[src/rtl/ft2232h_pkg.sv]
// Shared constants and types for the FT2232H 245-mode receive controller.
package ft2232h_pkg;

    localparam logic [7:0] CMD_DIGIT_BASE = 8'h31;
    localparam logic [7:0] CMD_CLEAR      = 8'h43;
    localparam logic [7:0] CMD_FILL       = 8'h46;

    typedef enum logic [1:0] {
        IDLE,
        STROBE,
        GAP
    } rx_state_e;

    function automatic int unsigned max_u(input int unsigned a, input int unsigned b);
        return (a > b) ? a : b;
    endfunction

endpackage

[src/rtl/ft_rx_fifo.sv]
// First-word-fall-through synchronous FIFO with occupancy count.
module ft_rx_fifo #(
    parameter int unsigned DEPTH = 8,
    parameter int unsigned WIDTH = 8
) (
    input  logic                     clk_i,
    input  logic                     rst_i,
    input  logic                     push_i,
    input  logic [WIDTH-1:0]         wdata_i,
    input  logic                     pop_i,
    output logic [WIDTH-1:0]         rdata_o,
    output logic                     valid_o,
    output logic [$clog2(DEPTH):0]   count_o
);

    localparam int unsigned AW = $clog2(DEPTH);

    logic [WIDTH-1:0] mem_q [DEPTH];
    logic [AW-1:0]    wr_ptr_q, wr_ptr_d;
    logic [AW-1:0]    rd_ptr_q, rd_ptr_d;
    logic [AW:0]      count_q, count_d;
    logic             empty, full, do_push, do_pop;

    assign empty   = (count_q == '0);
    assign full    = (count_q == (AW + 1)'(DEPTH));
    assign do_pop  = pop_i && !empty;
    // A push into a full buffer is only taken when a pop frees the slot this cycle.
    assign do_push = push_i && (!full || do_pop);

    always_comb begin
        wr_ptr_d = wr_ptr_q;
        rd_ptr_d = rd_ptr_q;
        count_d  = count_q;
        if (do_push) begin
            wr_ptr_d = wr_ptr_q + 1'b1;
        end
        if (do_pop) begin
            rd_ptr_d = rd_ptr_q + 1'b1;
        end
        if (do_push && !do_pop) begin
            count_d = count_q + 1'b1;
        end else if (do_pop && !do_push) begin
            count_d = count_q - 1'b1;
        end
    end

    always_ff @(posedge clk_i or posedge rst_i) begin
        if (rst_i) begin
            wr_ptr_q <= '0;
            rd_ptr_q <= '0;
            count_q  <= '0;
        end else begin
            wr_ptr_q <= wr_ptr_d;
            rd_ptr_q <= rd_ptr_d;
            count_q  <= count_d;
        end
    end

    always_ff @(posedge clk_i) begin
        if (do_push) begin
            mem_q[wr_ptr_q] <= wdata_i;
        end
    end

    assign rdata_o = empty ? '0 : mem_q[rd_ptr_q];
    assign valid_o = !empty;
    assign count_o = count_q;

endmodule

[src/rtl/ft2232h_rx_multi_ctrl.sv]
// FT2232H async-FIFO receive controller: RD# strobing with backpressure, ASCII
// channel-command decode and a FWFT stream buffer for downstream consumers.
module ft2232h_rx_multi_ctrl
    import ft2232h_pkg::*;
#(
    parameter int unsigned NUM_CH       = 4,
    parameter int unsigned RD_PULSE_CYC = 7,
    parameter int unsigned RD_GAP_CYC   = 4,
    parameter int unsigned SYNC_STAGES  = 2,
    parameter int unsigned FIFO_DEPTH   = 8,
    parameter int unsigned CNT_W        = 16
) (
    input  logic              clk_i,
    input  logic              reset_i,
    input  logic [7:0]        usb_d_i,
    input  logic              usb_rxfn_i,
    output logic              usb_rdn_o,
    output logic [NUM_CH-1:0] ch_out_o,
    output logic [7:0]        rx_data_o,
    output logic              rx_valid_o,
    input  logic              rx_ready_i,
    output logic              bad_cmd_o,
    output logic [CNT_W-1:0]  byte_count_o
);

    localparam int unsigned GAP_LEN = max_u(RD_GAP_CYC, SYNC_STAGES + 1);
    localparam int unsigned TMR_W   = $clog2(max_u(RD_PULSE_CYC, GAP_LEN));
    localparam int unsigned FIFO_AW = $clog2(FIFO_DEPTH);

    logic [SYNC_STAGES-1:0] sync_q;
    logic                   rxf_s;
    rx_state_e              state_q, state_d;
    logic [TMR_W-1:0]       tmr_q, tmr_d;
    logic                   rdn_q, rdn_d;
    logic                   capture;
    logic [NUM_CH-1:0]      ch_q, ch_d;
    logic                   bad_q, bad_d;
    logic [CNT_W-1:0]       cnt_q, cnt_d;
    logic                   digit_hit;
    logic [FIFO_AW:0]       fifo_count;

    assign rxf_s = sync_q[SYNC_STAGES-1];

    always_ff @(posedge clk_i or posedge reset_i) begin
        if (reset_i) begin
            sync_q <= '1;
        end else begin
            sync_q <= {sync_q[SYNC_STAGES-2:0], usb_rxfn_i};
        end
    end

    always_comb begin
        state_d = state_q;
        tmr_d   = tmr_q;
        rdn_d   = rdn_q;
        capture = 1'b0;
        unique case (state_q)
            IDLE: begin
                // Space is only checked here; pops during the strobe can only add room.
                if (!rxf_s && (fifo_count < (FIFO_AW + 1)'(FIFO_DEPTH))) begin
                    state_d = STROBE;
                    tmr_d   = '0;
                    rdn_d   = 1'b0;
                end
            end
            STROBE: begin
                if (tmr_q == TMR_W'(RD_PULSE_CYC - 1)) begin
                    capture = 1'b1;
                    state_d = GAP;
                    tmr_d   = '0;
                    rdn_d   = 1'b1;
                end else begin
                    tmr_d = tmr_q + 1'b1;
                end
            end
            GAP: begin
                // The IDLE decision cycle supplies the final high cycle of the gap.
                if (tmr_q == TMR_W'(GAP_LEN - 2)) begin
                    state_d = IDLE;
                end else begin
                    tmr_d = tmr_q + 1'b1;
                end
            end
            default: begin
                state_d = IDLE;
                rdn_d   = 1'b1;
            end
        endcase
    end

    always_comb begin
        ch_d      = ch_q;
        bad_d     = 1'b0;
        cnt_d     = cnt_q;
        digit_hit = 1'b0;
        if (capture) begin
            cnt_d = cnt_q + 1'b1;
            for (int k = 0; k < NUM_CH; k++) begin
                if (usb_d_i == CMD_DIGIT_BASE + 8'(k)) begin
                    ch_d[k]   = ~ch_q[k];
                    digit_hit = 1'b1;
                end
            end
            if (!digit_hit) begin
                if (usb_d_i == CMD_CLEAR) begin
                    ch_d = '0;
                end else if (usb_d_i == CMD_FILL) begin
                    ch_d = '1;
                end else begin
                    bad_d = 1'b1;
                end
            end
        end
    end

    always_ff @(posedge clk_i or posedge reset_i) begin
        if (reset_i) begin
            state_q <= IDLE;
            tmr_q   <= '0;
            rdn_q   <= 1'b1;
            ch_q    <= '0;
            bad_q   <= 1'b0;
            cnt_q   <= '0;
        end else begin
            state_q <= state_d;
            tmr_q   <= tmr_d;
            rdn_q   <= rdn_d;
            ch_q    <= ch_d;
            bad_q   <= bad_d;
            cnt_q   <= cnt_d;
        end
    end

    ft_rx_fifo #(
        .DEPTH (FIFO_DEPTH),
        .WIDTH (8)
    ) u_fifo (
        .clk_i   (clk_i),
        .rst_i   (reset_i),
        .push_i  (capture),
        .wdata_i (usb_d_i),
        .pop_i   (rx_ready_i),
        .rdata_o (rx_data_o),
        .valid_o (rx_valid_o),
        .count_o (fifo_count)
    );

    assign usb_rdn_o    = rdn_q;
    assign ch_out_o     = ch_q;
    assign bad_cmd_o    = bad_q;
    assign byte_count_o = cnt_q;

endmodule

[config.mk]
export PLATFORM = sky130hd
export DESIGN_NAME = ft2232h_rx_multi_ctrl
export DESIGN_NICKNAME = d
export VERILOG_FILES = /design/src/rtl/ft2232h_pkg.sv /design/src/rtl/ft_rx_fifo.sv /design/src/rtl/ft2232h_rx_multi_ctrl.sv
export SDC_FILE = /design/constraint.sdc
export NUM_CORES = 1
export LEC_CHECK = 0
export CAP_MARGIN = 40
export CORE_MARGIN = 4
export CORE_UTILIZATION = 40
export DETAILED_ROUTE_END_ITERATION = 8
export GPL_TIMING_DRIVEN = 0
export SLEW_MARGIN = 20
export SYNTH_ARGS = -nofsm -noshare
export SYNTH_HDL_FRONTEND = slang
export SYNTH_HIERARCHICAL = 1
export SYNTH_SLANG_ARGS = --single-unit
[constraint.sdc]
create_clock -name clk_i -period 3.7 [get_ports clk_i]
set_input_delay 0.925 -clock clk_i [delete_from_list [all_inputs] [get_ports clk_i]]
set_output_delay 0.925 -clock clk_i [all_outputs]
set_load 0.05 [all_outputs]
Word level (Yosys, flattened, before mapping). Memories as Yosys holds them, arrays and structs flattened. Index checks and enable logic that the tools add are counted.

Register bits: 39. RAM bits: 64. Bits of input ports: 12. Output and inout port bits: 31. Logic and storage cells: 90. Memories kept: 1.

Add/subtract/negate cells: 6. Magnitude comparators: 1. Equal/unequal tests: 15. Muxes and demuxes: 34. Bitwise logic cells: 5. Reduce and logical (&&, ||, !) cells: 18.

Memories: u_fifo.mem_q (words 8, bits a word 8, read ports 1, clocked after Yosys merged registers in 0, wr ports 1, RTL line ft_rx_fifo.sv:18) `logic [WIDTH-1:0] mem_q [DEPTH];`.

Operator list (number): $eq A8 B6 Y1 const B (4); $mux W4 (5); $mux W1 (19); $add A16 B1 Y16 const B (1); $eq A8 B7 Y1 const B (2); $add A3 B1 Y3 const B (3); $mux W3 (3); $pmux W3 S3 (1); $reduce_and A3 Y1 (3); $mux W8 (1); $ne A2 B2 Y1 const B (4); $mux W2 (3); $pmux W2 S3 (1); $logic_and A1 B1 Y1 (5); $logic_not A1 Y1 (5); $not A1 Y1 (5); $add A4 B1 Y4 const B (1); $eq A4 B4 Y1 const B (1); $logic_not A4 Y1 (1); $lt A4 B4 Y1 const B (1); $sub A4 B1 Y4 const B (1); $eq A3 B2 Y1 const B (1); $eq A3 B3 Y1 const B (1); $pmux W1 S3 (1); 6 further kinds (6).

Depth between registers and ports, before layout.
Word-level depth: 9. Mapped depth: 13. Mapped depth without buffers: 12.

By module. The synthesis kept the hierarchy.

Modules (own cells, without submodules): ft_rx_fifo (times used 1, cells an instance 159, area each 3047.9 µm², seq. area each 2172.1 µm²); ft2232h_rx_multi_ctrl (times used 1, cells an instance 142, area each 1564.0 µm², seq. area each 729.4 µm²).

Worst setup path before layout. No wires, ideal clock.

Kind: input-to-reg. Start: input rx_ready_i. End: register u_fifo.count_q[3] (netlist: u_fifo/count_o[3]). Library setup time: 137 ps. Data arrival time: 2718 ps. Data required time: 3563 ps. Slack: 844 ps. Stages: 9. Path buffers: 0. Cell sequence: nand2b_1 -> o21ai_2 -> inv_1 -> ha_1 -> inv_1 -> ha_1 -> or4_1 -> nand3_1 -> o221ai_1.

Word-level cells in the longest chain between the ends: 6. Elaborated cells on any way between the ends: 9. Classes of those cells: mux (1); reduce/logical (8).

RTL lines: start, declared (RTL line ft2232h_rx_multi_ctrl.sv:21) `input logic rx_ready_i,`; $logic_and A1 B1 Y1 * (RTL line ft_rx_fifo.sv:26) `assign do_pop = pop_i && !empty;`; $logic_or A1 B1 Y1 * (RTL line ft_rx_fifo.sv:28) `assign do_push = push_i && (!full || do_pop);`; $logic_and A1 B1 Y1 * (RTL line ft_rx_fifo.sv:28); named net u_fifo.do_push (RTL line ft_rx_fifo.sv:22) `logic empty, full, do_push, do_pop;`; $logic_not A1 Y1 (RTL line ft_rx_fifo.sv:42) `end else if (do_pop && !do_push) begin`; $logic_and A1 B1 Y1 (RTL line ft_rx_fifo.sv:42); $reduce_bool A2 Y1 (no source line); end signal, assigned (RTL line ft_rx_fifo.sv:55) `count_q <= count_d;`; end, declared (RTL line ft_rx_fifo.sv:21) `logic [AW:0] count_q, count_d;`.

The timed path passes the listed nets; every way through them passes the cells marked *. A chain may end at the register's enable or synchronous reset.

Worst setup path after layout.
Start: register u_fifo.rd_ptr_q[0]. End: output rx_data_o[1].

Word-level cells in the longest chain between the ends: 2.

RTL lines: start, declared (RTL line ft_rx_fifo.sv:20) `logic [AW-1:0] rd_ptr_q, rd_ptr_d;`; start signal, assigned (RTL line ft_rx_fifo.sv:54) `rd_ptr_q <= rd_ptr_d;`; $mem_v2 Z8 W8; $mux W8 (RTL line ft_rx_fifo.sv:65) `assign rdata_o = empty ? '0 : mem_q[rd_ptr_q];`; end, declared (RTL line ft2232h_rx_multi_ctrl.sv:19) `output logic [7:0] rx_data_o,`.

Every way passes these cells.

==> flow_metrics.py <==
metrics = {
    "finish": {
        "antennaDiodeCount": 0,
        "mostFrequentLayoutCell": "edfxtp_1",
        "fillerInstances": 956,
        "finalNetCount": 387,
        "stdcell_count": 506,
        "layout_common_cells": "edfxtp_1 (64), dfrtp_1 (36), clkdlybuf4s50_1 (34)",
        "multi_input_area_mm2": 0.001635,
        "area_growth_syn_to_layout_pct": 20.92,
        "layout.area.seq_mm2": 0.002902,
        "drive_gt1_share_pct": 20.49,
    },
    "placed_design": {
        "post-dp-hpwl_um": 6219,
        "portBuffers": 42,
        "place_inst": 489,
        "gp_congestion": 0.8017,
    },
    "synthesis": {
        "synth_flop_cell": "edfxtp_1",
        "seq_area_frac_synth_pct": 62.91,
        "synth_area_leaders": "edfxtp_1 (42%), dfrtp_1 (20%), mux4_2 (7.8%), ha_1 (3.5%), xnor2_1 (3.0%)",
        "syn-instance-count": 301,
        "yosys_warnings": 6,
        "syn-num-nets": 327,
        "yosysTopAreaCell": "edfxtp_1",
        "synth_top_cell_area_share_pct": 41.67,
        "syn-cell-area_mm2": 0.004612,
        "ys_types": 59,
        "syn_area_per_cell_um2": 15.32,
        "ys_ff_latch": 103,
        "synth-edff-count": 64,
        "async_flop_share_pct": 37.86,
    },
    "drt": {
        "drt_pre_antenna_iters": 4,
        "antenna_left": 0,
        "via_count": 2694,
        "routed_wl_um": 9202,
        "via_per_inst": 5.324,
        "drt-initial-drc-count": 121,
        "drc": 0,
        "drt-wirelength-per-cell_um": 18.19,
    },
    "worst_hold_path": {
        "hp-class": "register to register",
        "min_to": "sync_q[1]$_DFF_PP1_",
        "hp-start": "sync_q[0]$_DFF_PP1_",
        "hold_depth": 0,
    },
    "power_and_ir_drop": {
        "powerDensity_mw_per_mm2": 634.6,
        "p_clk_share_pct": 26.0,
        "pwr-share-comb_pct": 35.7,
        "net-switching-power_w": 0.001255,
        "p_leak_nw": 2.106,
        "swShare_pct": 35.45,
        "internal_power_w": 0.002284,
        "ir_worst_vdd_mv": 0.3864,
        "seq_power_share_pct": 38.3,
    },
    "clock_tree": {
        "postCtsHoldBufs": 0,
        "cts_setup_buffers": 0,
        "cts_tree": "built",
        "clkLatencyLatePin_ns": 0.34,
        "numCtsBuffers": 9,
        "root_buffer": "clkbuf_16",
        "clock-sinks": 103,
        "clk_pin_slew_ns": 0.07,
        "cts_max_level": 3,
        "clock_path_buffers": 2,
    },
    "worst_setup_path": {
        "critPathKind": "register to primary output",
        "critPathCaptureType": "primary output",
        "cp.required_ns": 2.77,
        "reg2reg_depth": 13,
        "worstReg2RegEnd": "u_fifo/count_o[3]$_DFFE_PP0P_",
        "worstSetupStartpointType": "register",
        "r2r_slack_ns": 0.43,
        "reg2reg_from": "state_q[1]$_DFFE_PP0P_",
        "crit_arrival_ns": 2.51,
        "critical_path.max_fanout": 10,
    },
    "outcome": {
        "status": "finished clean",
    },
    "timing": {
        "clock.fmax_ghz": 0.2913,
        "slew_headroom_pct": 47.13,
        "drv_slew": 0,
        "fin_skew_ns": 0.008029,
        "setup_viol": 0,
        "finalSetupTns_ns": 0,
        "rsz0062_at_grt": "false",
        "hold_violations": 0,
        "finalCritPeriodShare_pct": 92.78,
        "layout_min_cycle_time_ns": 3.433,
        "tightest_slew_ns": 0.7865,
    },
    "global_routing": {
        "grt_pass1_wl_um": 14840,
        "grt_pass1_vias": 2709,
        "grt_usage_pct": 14.71,
        "grt_max_degree": 30,
        "antenna_found_initial": 0,
        "gr-total-overflow": 0,
    },
    "floorplanning": {
        "fp.dieH_um": 115.4,
        "core_area_mm2": 0.01108,
        "start_util_pct": 41.63,
        "rows": 38,
        "die_w_um": 115.4,
        "ioPinCount": 43,
        "die_area_mm2": 0.01331,
    },
    "job": {
        "maxCapViolations": 0,
    },
}
[cell type report]
cell class	instances	area share [%]
plain buffers	9	1.167
repair buffers	49	8.369
flip-flops and latches	103	52.03
inverters	11	0.7404
multi-input cells	178	29.32
clock inverters	7	1.189
clock buffers	9	4.039
well taps	140	3.141
[worst max-delay path: stages, from the launching register on]
cell           delay [ns]
dfrtp_1              0.35
buf_2                0.32
buf_4                0.31
mux4_2               0.53
a22o_1               0.22
dlygate4sd2_1        0.43
[metrics by stage]
stage	area, um^2	total power, W	hold WS [ns]	worst slack, ns	utilization (%)
detailed placement	5279	0.002703	0.3472	0.02005	47.65
global placement	5207	0.002687	0.3469	-0.04185	47.01
global route	5577	0.003729	0.3688	0.1081	50.34
floorplan	4612	0.002348	0.3452	0.8441	-
CTS	5567	0.003582	0.3640	0.0003055	50.25
finish	5577	0.003539	0.3632	0.2670	50.34
[registers in the layout (all words and copies together), names as in the netlist]
name	flops
u_fifo/wr_ptr_q	3
u_fifo/mem_q	64
sync_q	2
u_fifo/count_o	4
byte_count_o	16
usb_rdn_o	1
u_fifo/rd_ptr_q	3
bad_cmd_o	1
state_q	2
tmr_q	3
ch_out_o	4
[cells in the mapped netlist (all sizes together), types with 7 or more instances]
cell type and number:
a22o 11, buf 7, dfrtp 36, edfxtp 64, ha 13, inv 11
mux4 16, nand2 14, nand3 15, nor2 10, o21ai 9, xnor2 16
[worst max path at each step]
stage                                         from                       endpoint  cells after the start
global placement                        rx_ready_i   u_fifo/mem_q[0][3]$_DFFE_PP_                      4
CTS                 u_fifo/rd_ptr_q[0]$_DFFE_PP0P_                   rx_data_o[7]                      5
floorplan                               rx_ready_i  u_fifo/count_o[3]$_DFFE_PP0P_                      9
finish              u_fifo/rd_ptr_q[0]$_DFFE_PP0P_                   rx_data_o[1]                      5
detailed placement  u_fifo/rd_ptr_q[1]$_DFFE_PP0P_                   rx_data_o[0]                      5
global route        u_fifo/rd_ptr_q[0]$_DFFE_PP0P_                   rx_data_o[1]                      5
[cells by family after synthesis]
group | count (synthesis) | synth area share [%]
DFF | 103 | 62.91
buffers and inverters | 20 | 2.197
xor gates and xnor gates | 21 | 3.988
and+or+nand+nor | 76 | 10.31
muxes | 24 | 9.712
AOI/OAI and AO/OA | 43 | 6.919
adders and majority gates | 14 | 3.961
[what timing repair did]
item	4_1_cts	5_1_grt
setup endpoints to repair	8	1
hold endpoints to repair	0	0
resized for setup	10	1
[power groups by stage]
stage | combinational, W | sequential [W] | clock, W
CTS | 0.00128 | 0.00136 | 0.000941
floorplan | 0.000956 | 0.00139 | 0
detailed placement | 0.00132 | 0.00138 | 0
finish | 0.00126 | 0.00136 | 0.000920
global placement | 0.00131 | 0.00138 | 0
global route | 0.00137 | 0.00137 | 0.000992
[metal layers]
layer  share of wire [%]  vias up  global-route usage (%)
met5                   0        -                       0
li1                    -     1269                       -
met4                0.67        0                   3.286
met1                  46     1361                   20.13
met3                 4.8        7                   4.737
met2                  49       57                   23.11
No activity file was read; power rests on OpenSTA's default activity.
